[config.mk]
export PLATFORM = sky130hd
export DESIGN_NAME = dmem_arbiter
export DESIGN_NICKNAME = d
export VERILOG_FILES = /design/src/rtl/dmem_arbiter.sv
export SDC_FILE = /design/constraint.sdc
export NUM_CORES = 1
export LEC_CHECK = 0
export ABC_AREA = 1
export BUFFER_PORTS_ARGS = -buffer_cell sky130_fd_sc_hd__buf_2
export CAP_MARGIN = 20
export CORE_AREA = 2 2 117 119
export CTS_CLUSTER_DIAMETER = 120
export DETAILED_ROUTE_END_ITERATION = 8
export DIE_AREA = 0 0 119 121
export PLACE_DENSITY_LB_ADDON = 0.3
export SLEW_MARGIN = 20
export SYNTH_ARGS = -nofsm -noshare
export SYNTH_HDL_FRONTEND = slang
export SYNTH_SLANG_ARGS = --single-unit
[constraint.sdc]
create_clock -name clk -period 1.48 [get_ports clk]
set_input_delay 0 -clock clk [delete_from_list [all_inputs] [get_ports clk]]
set_output_delay 0 -clock clk [all_outputs]
set_load 0.02 [all_outputs]
[src/rtl/dmem_arbiter.sv]
// Round-robin arbiter and access sequencer sharing a synchronous byte-addressed data
// memory between two requesters; misaligned word accesses are acknowledged with err.
module dmem_arbiter #(
   parameter int ADDR_W = 32,
   parameter int DATA_W = 32
) (
   input  logic              clk,
   input  logic              rst_n,
   input  logic              req0,
   input  logic              req1,
   input  logic              we0,
   input  logic              we1,
   input  logic [ADDR_W-1:0] addr0,
   input  logic [ADDR_W-1:0] addr1,
   input  logic [DATA_W-1:0] wdata0,
   input  logic [DATA_W-1:0] wdata1,
   output logic              ack0,
   output logic              ack1,
   output logic              err0,
   output logic              err1,
   output logic [DATA_W-1:0] rdata0,
   output logic [DATA_W-1:0] rdata1,
   output logic [ADDR_W-1:0] mem_addr,
   output logic [DATA_W-1:0] mem_wdata,
   output logic              mem_read,
   output logic              mem_write,
   input  logic [DATA_W-1:0] mem_rdata,
   output logic              busy
);

   typedef enum logic [1:0] {
      IDLE    = 2'd0,
      ISSUE   = 2'd1,
      CAPTURE = 2'd2
   } state_t;

   state_t            state;
   logic              last_grant;   // doubles as the id of the port being served
   logic              gnt_we;
   logic              misaligned;

   logic              sel_port;
   logic              sel_we;
   logic [ADDR_W-1:0] sel_addr;
   logic [DATA_W-1:0] sel_wdata;
   logic              sel_aligned;

   // Grant choice: a lone requester wins, a tie goes to the port not served last.
   always_comb begin
      sel_port = 1'b0;
      if (req0 && req1) begin
         sel_port = ~last_grant;
      end else if (req1) begin
         sel_port = 1'b1;
      end else begin
         sel_port = 1'b0;
      end
      sel_we      = sel_port ? we1    : we0;
      sel_addr    = sel_port ? addr1  : addr0;
      sel_wdata   = sel_port ? wdata1 : wdata0;
      sel_aligned = (sel_addr[1:0] == 2'b00);
   end

   // Access sequencer: IDLE grants, ISSUE holds the strobes, CAPTURE acknowledges.
   always_ff @(posedge clk or negedge rst_n) begin
      if (!rst_n) begin
         state      <= IDLE;
         last_grant <= 1'b1;
         gnt_we     <= 1'b0;
         misaligned <= 1'b0;
         mem_addr   <= {ADDR_W{1'b0}};
         mem_wdata  <= {DATA_W{1'b0}};
         mem_read   <= 1'b0;
         mem_write  <= 1'b0;
         ack0       <= 1'b0;
         ack1       <= 1'b0;
         err0       <= 1'b0;
         err1       <= 1'b0;
         rdata0     <= {DATA_W{1'b0}};
         rdata1     <= {DATA_W{1'b0}};
         busy       <= 1'b0;
      end else begin
         ack0 <= 1'b0;
         ack1 <= 1'b0;
         err0 <= 1'b0;
         err1 <= 1'b0;
         case (state)
            IDLE: begin
               if (req0 || req1) begin
                  last_grant <= sel_port;
                  gnt_we     <= sel_we;
                  misaligned <= ~sel_aligned;
                  mem_addr   <= sel_addr;
                  mem_wdata  <= sel_wdata;
                  mem_read   <= ~sel_we & sel_aligned;
                  mem_write  <= sel_we & sel_aligned;
                  busy       <= 1'b1;
                  state      <= ISSUE;
               end else begin
                  state <= IDLE;
               end
            end
            ISSUE: begin
               mem_read  <= 1'b0;
               mem_write <= 1'b0;
               state     <= CAPTURE;
            end
            CAPTURE: begin
               if (last_grant) begin
                  ack1 <= 1'b1;
                  err1 <= misaligned;
                  if (!gnt_we && !misaligned) begin
                     rdata1 <= mem_rdata;
                  end else begin
                     rdata1 <= rdata1;
                  end
               end else begin
                  ack0 <= 1'b1;
                  err0 <= misaligned;
                  if (!gnt_we && !misaligned) begin
                     rdata0 <= mem_rdata;
                  end else begin
                     rdata0 <= rdata0;
                  end
               end
               busy  <= 1'b0;
               state <= IDLE;
            end
            default: begin
               mem_read  <= 1'b0;
               mem_write <= 1'b0;
               busy      <= 1'b0;
               state     <= IDLE;
            end
         endcase
      end
   end

endmodule
==> flow_summary.html <==
<table>
<tr><th>Metric</th><th>Value</th></tr>
<tr><th colspan="2">Worst setup path</th></tr>
<tr><td>Critical path launch point type</td><td>flip-flop</td></tr>
<tr><td>CP required</td><td>about 1800 ps</td></tr>
<tr><td>Count of buffering cells on the critical path with inverters included</td><td>1</td></tr>
<tr><td>CP top delay family</td><td>flip-flops</td></tr>
<tr><td>Critical path data arrival time</td><td>about 1800 ps</td></tr>
<tr><td>Highest net fanout along the worst path</td><td>32</td></tr>
<tr><td>CP peak stage delay</td><td>roughly 400 ps</td></tr>
<tr><td>Cell with the biggest individual delay on the critical path</td><td>sky130_fd_sc_hd__dfstp_2</td></tr>
<tr><td>Critical Path, Cell by Cell</td><td>nand2_2 -&gt; buf_4 -&gt; nand3_1 -&gt; a31oi_1</td></tr>
<tr><td>Kind of critical path</td><td>flip-flop to flip-flop</td></tr>
<tr><td>Kind of end point of the critical path</td><td>flip-flop</td></tr>
<tr><th colspan="2">Pwr</th></tr>
<tr><td>Pint</td><td>roughly 12 mW</td></tr>
<tr><td>Gate power share</td><td>between 40 and 50%</td></tr>
<tr><td>Peak ir drop on the vdd network</td><td>0.001224 V</td></tr>
<tr><td>Pwr dens</td><td>approximately 2100 nW/µm²</td></tr>
<tr><td>Total power of the final layout</td><td>approximately 21 mW</td></tr>
<tr><td>Leakage power</td><td>just over 5 nW</td></tr>
<tr><td>Sequential group share of total power</td><td>between 30 and 40%</td></tr>
<tr><td>Clock power frac</td><td>about 23%</td></tr>
<tr><td>Power spent charging and discharging nets</td><td>8.725 mW</td></tr>
<tr><td>Switching portion of total power</td><td>41.77%</td></tr>
<tr><th colspan="2">Cells and area</th></tr>
<tr><td>Fraction of the core area covered by cells at the end of the flow</td><td>76.73%</td></tr>
<tr><td>Total inserted antenna cells</td><td>0</td></tr>
<tr><td>Number of fill cells</td><td>between 700 and 800</td></tr>
<tr><td>Number of nets in the final layout</td><td>between 1000 and 1500</td></tr>
<tr><td>Post-Layout Cell Count</td><td>approximately 1300</td></tr>
<tr><td>Post-route cell area</td><td>~10000 µm²</td></tr>
<tr><td>Layout cells sized above 1</td><td>roughly 33%</td></tr>
<tr><td>Area grow syn2layout</td><td>69.25%</td></tr>
<tr><th colspan="2">Global routing</th></tr>
<tr><td>Most Used Layer, Global Route</td><td>met2</td></tr>
<tr><td>Largest net degree at the start of global routing</td><td>65</td></tr>
<tr><td>Gr ovfl total</td><td>0</td></tr>
<tr><td>Overall track demand over capacity in global routing</td><td>32.54%</td></tr>
<tr><td>Via count of the first global-routing pass</td><td>7127</td></tr>
<tr><td>Met3 Usage GRT</td><td>roughly 11%</td></tr>
<tr><td>Met2 Track Usage GR</td><td>between 50% and 60%</td></tr>
<tr><td>Global-route wire length before repair</td><td>36.05 mm</td></tr>
<tr><td>Met1 Resource Use GR</td><td>a little over a third</td></tr>
<tr><td>Initial antenna violation count</td><td>1</td></tr>
<tr><th colspan="2">Drt</th></tr>
<tr><td>DRC</td><td>0</td></tr>
<tr><td>Wire length per cell</td><td>between 15 and 20 µm</td></tr>
<tr><td>Number of design-rule violations left by the first detailed-router iteration</td><td>832</td></tr>
<tr><td>Vias after detailed routing</td><td>7105</td></tr>
<tr><td>Total wire length after detailed routing</td><td>23.62 mm</td></tr>
<tr><td>First drt pass iteration count</td><td>7</td></tr>
<tr><td>Routed vias/inst</td><td>5.424</td></tr>
<tr><td>Detail Route Antenna Nets</td><td>0</td></tr>
<tr><th colspan="2">Yosys</th></tr>
<tr><td>Count of mapped cells out of synthesis</td><td>~660</td></tr>
<tr><td>Register bit total from synthesis</td><td>140</td></tr>
<tr><td>Portion of the post-synthesis area used by sequential elements</td><td>about three fifths</td></tr>
<tr><td>Per-instance average area after synthesis</td><td>8.961 µm²</td></tr>
<tr><td>Nets in the synthesized netlist</td><td>roughly 830</td></tr>
<tr><td>Count of synthesis-stage warnings from yosys</td><td>0</td></tr>
<tr><td>Count of different cell masters after synthesis</td><td>20</td></tr>
<tr><td>Synth Cell Area</td><td>5932 µm²</td></tr>
<tr><th colspan="2">Timing</th></tr>
<tr><td>Final count of pins violating max slew</td><td>0</td></tr>
<tr><td>Count of endpoints failing hold in the final timing report</td><td>0</td></tr>
<tr><td>Achievable clock frequency</td><td>about 0.67 GHz</td></tr>
<tr><td>Fin Clk Skew</td><td>roughly 14 ps</td></tr>
<tr><td>Relative slew slack</td><td>between 60% and 70%</td></tr>
<tr><td>Slack of the critical path</td><td>-16.64 ps</td></tr>
<tr><td>RSZ-0062 raised after global routing</td><td>yes</td></tr>
<tr><td>Period Utilization, post-route</td><td>101.1%</td></tr>
<tr><td>Slew of the pin with the lowest slew margin</td><td>590.1 ps</td></tr>
<tr><td>Clock period minus final worst setup slack</td><td>around 1500 ps</td></tr>
<tr><td>Final Setup Violations</td><td>1</td></tr>
<tr><th colspan="2">CTS</th></tr>
<tr><td>Source-to-sink clock delay at the later pin of the worst-skew pair</td><td>about 430 ps</td></tr>
<tr><td>TritonCTS buffer count</td><td>17</td></tr>
<tr><td>Clock Path Buffers</td><td>2</td></tr>
<tr><td>CTS tree</td><td>done</td></tr>
<tr><td>Root buffer cell</td><td>sky130_fd_sc_hd__clkbuf_16</td></tr>
<tr><td>Clock-pin slew on the worst setup and hold paths</td><td>roughly 60 ps</td></tr>
<tr><td>Total number of H-tree levels</td><td>4</td></tr>
<tr><td>Number of clock sinks</td><td>140</td></tr>
<tr><th colspan="2">Die</th></tr>
<tr><td>Core area</td><td>about 13000 µm²</td></tr>
<tr><td># IOs</td><td>~300</td></tr>
<tr><td>Die Span X</td><td>119 µm</td></tr>
<tr><td>Initial standard-cell utilization of the core</td><td>about 45%</td></tr>
<tr><td>Vertical die dimension</td><td>between 100 and 150 µm</td></tr>
<tr><td>DIE AREA</td><td>approximately 14000 µm²</td></tr>
<tr><td>Number of standard-cell rows in the floorplan</td><td>42</td></tr>
<tr><th colspan="2">Worst hold path</th></tr>
<tr><td>Class of the worst hold path</td><td>primary input to flip-flop</td></tr>
<tr><th colspan="2">Place</th></tr>
<tr><td>Cell area after placement</td><td>7654 µm²</td></tr>
<tr><td>GP Congestion</td><td>between 0.8 and 0.9</td></tr>
<tr><td>Count of input and output buffers</td><td>300</td></tr>
<tr><td>HPWL reported at the end of detailed placement</td><td>around 12 mm</td></tr>
<tr><td>Cell count after placement</td><td>between 1000 and 1500</td></tr>
<tr><th colspan="2">Outcome</th></tr>
<tr><td>Outcome</td><td>complete, but fails checks</td></tr>
<tr><td>Violations in the final reports</td><td>negative setup slack</td></tr>
<tr><th colspan="2">Job</th></tr>
<tr><td>Max-cap viol count</td><td>0</td></tr>
</table>
worst register-to-register path, cell delays in order (launching register included):
cell,delay (ps)
sky130_fd_sc_hd__dfstp_2,390
sky130_fd_sc_hd__nand2_2,120
sky130_fd_sc_hd__buf_4,370
sky130_fd_sc_hd__nand3_1,290
sky130_fd_sc_hd__a31oi_1,250
repair_timing:
action | 4_1_cts | 5_1_grt
hold buffers | 163 | 0
endpoints found under the hold margin | 271 | 0
setup endpoints to repair | 0 | 43
resized for setup | 0 | 13
buffers inserted | 0 | 3
synthesized netlist by cell type:
cell / n / share of area, %
sky130_fd_sc_hd__nor2_4: 1 / 0.19
sky130_fd_sc_hd__buf_4: 8 / 1.0
sky130_fd_sc_hd__clkbuf_1: 8 / 0.51
sky130_fd_sc_hd__nand2_1: 156 / 9.9
sky130_fd_sc_hd__inv_2: 4 / 0.25
sky130_fd_sc_hd__a31oi_1: 62 / 6.5
sky130_fd_sc_hd__inv_1: 37 / 2.3
sky130_fd_sc_hd__nand3_1: 65 / 5.5
sky130_fd_sc_hd__o21ai_2: 2 / 0.30
sky130_fd_sc_hd__o21ai_0: 21 / 1.8
sky130_fd_sc_hd__nand2_2: 4 / 0.42
sky130_fd_sc_hd__buf_2: 27 / 2.3
sky130_fd_sc_hd__nor3_1: 2 / 0.17
sky130_fd_sc_hd__dfstp_2: 1 / 0.44
sky130_fd_sc_hd__o21ai_1: 44 / 3.7
sky130_fd_sc_hd__buf_6: 5 / 0.95
sky130_fd_sc_hd__nand3b_1: 3 / 0.38
sky130_fd_sc_hd__dfrtp_1: 139 / 59
sky130_fd_sc_hd__nor2_1: 70 / 4.4
sky130_fd_sc_hd__nor2_2: 3 / 0.32
power by group through the flow:
| stage | Clock [mW] | Combinational [mW] | Sequential (mW) |
|---|---|---|---|
| final | 4.71 | 9.31 | 6.86 |
| after global routing | 4.93 | 9.96 | 7.03 |
| after CTS | 4.72 | 8.64 | 6.73 |
| after detailed placement | 0 | 8.29 | 6.74 |
| after global placement | 0 | 8.15 | 6.72 |
| after floorplan | 0 | 2.95 | 8.96 |
cell usage in the layout, fill, tap and decap left out:
cell,instances
sky130_fd_sc_hd__inv_2,5
sky130_fd_sc_hd__clkinvlp_4,3
sky130_fd_sc_hd__buf_2,299
sky130_fd_sc_hd__nor2_2,2
sky130_fd_sc_hd__a31oi_1,57
sky130_fd_sc_hd__dlygate4sd3_1,163
sky130_fd_sc_hd__nor2_1,70
sky130_fd_sc_hd__inv_1,36
sky130_fd_sc_hd__nand2_2,4
sky130_fd_sc_hd__buf_4,12
sky130_fd_sc_hd__o21ai_2,2
sky130_fd_sc_hd__buf_16,1
sky130_fd_sc_hd__nand2_4,1
sky130_fd_sc_hd__clkinv_2,4
sky130_fd_sc_hd__clkbuf_16,18
sky130_fd_sc_hd__o21ai_0,21
sky130_fd_sc_hd__nand3b_1,3
sky130_fd_sc_hd__nor3_1,2
sky130_fd_sc_hd__dfstp_2,1
sky130_fd_sc_hd__o21ai_1,44
sky130_fd_sc_hd__bufinv_16,5
sky130_fd_sc_hd__buf_6,4
sky130_fd_sc_hd__a31oi_2,5
sky130_fd_sc_hd__clkbuf_8,2
sky130_fd_sc_hd__nand2_1,155
sky130_fd_sc_hd__buf_12,8
sky130_fd_sc_hd__nand3_1,65
sky130_fd_sc_hd__clkbuf_1,1
sky130_fd_sc_hd__dfrtp_1,139
sky130_fd_sc_hd__nor2_4,2
state kept, by name, indices dropped and copies added (netlist names), 2 cells and up:
register	flops
mem_addr	32
mem_wdata	32
rdata0	32
rdata1	32
state	2
per-stage QoR:
stage,hold WS [ps],setup WS [ps],setup TNS (ps)
finish,23.41,-16.64,-16.64
global route,44.05,-30.80,-99.23
CTS,6.573,38.78,0
detailed placement,-54.57,46.06,0
global placement,-49.27,116.9,0
floorplan,-295.6,228.1,0
kinds of logic after synthesis:
group,synth area share [%]
AND/OR/NAND/NOR,21.26
flip-flops,59.08
AO/OA/AOI/OAI,12.32
buffers and inverters,7.340
worst paths after layout:
kind                                         from                         to  slack [ps]  cells after the start
min in group asynchronous                   rst_n     rdata1[17]$_DFFE_PN0P_          70                      2
setup / recovery           last_grant$_DFFE_PN1P_  mem_wdata[21]$_DFFE_PN0P_         -20                      4
max in group asynchronous                   rst_n     last_grant$_DFFE_PN1P_         760                      3
hold / removal                               req0      mem_write$_DFFE_PN0P_          20                      6
setup reg to reg           last_grant$_DFFE_PN1P_  mem_wdata[21]$_DFFE_PN0P_         -20                      4
hold reg to reg                state[1]$_DFF_PN0_         state[1]$_DFF_PN0_         450                      1
per-layer routing:
| layer | share of wire [%] | vias to the layer above |
|---|---|---|
| li1 | - | 3112 |
| met2 | 47 | 554 |
| met5 | 0 | - |
| met4 | 7.1 | 0 |
| met3 | 10 | 157 |
| met1 | 35 | 3282 |
area by class of cell:
type / count / area, µm² / area share (%)
sequential: 140 / 3505 / 34.91
timing repair buffer: 488 / 3476 / 34.62
multi-input combinational: 433 / 2036 / 20.28
clock buffer: 20 / 456.7 / 4.549
tap: 176 / 220.2 / 2.193
clock inverter: 12 / 192.7 / 1.919
inverter: 41 / 153.9 / 1.533
No activity file was read; power rests on OpenSTA's default activity.
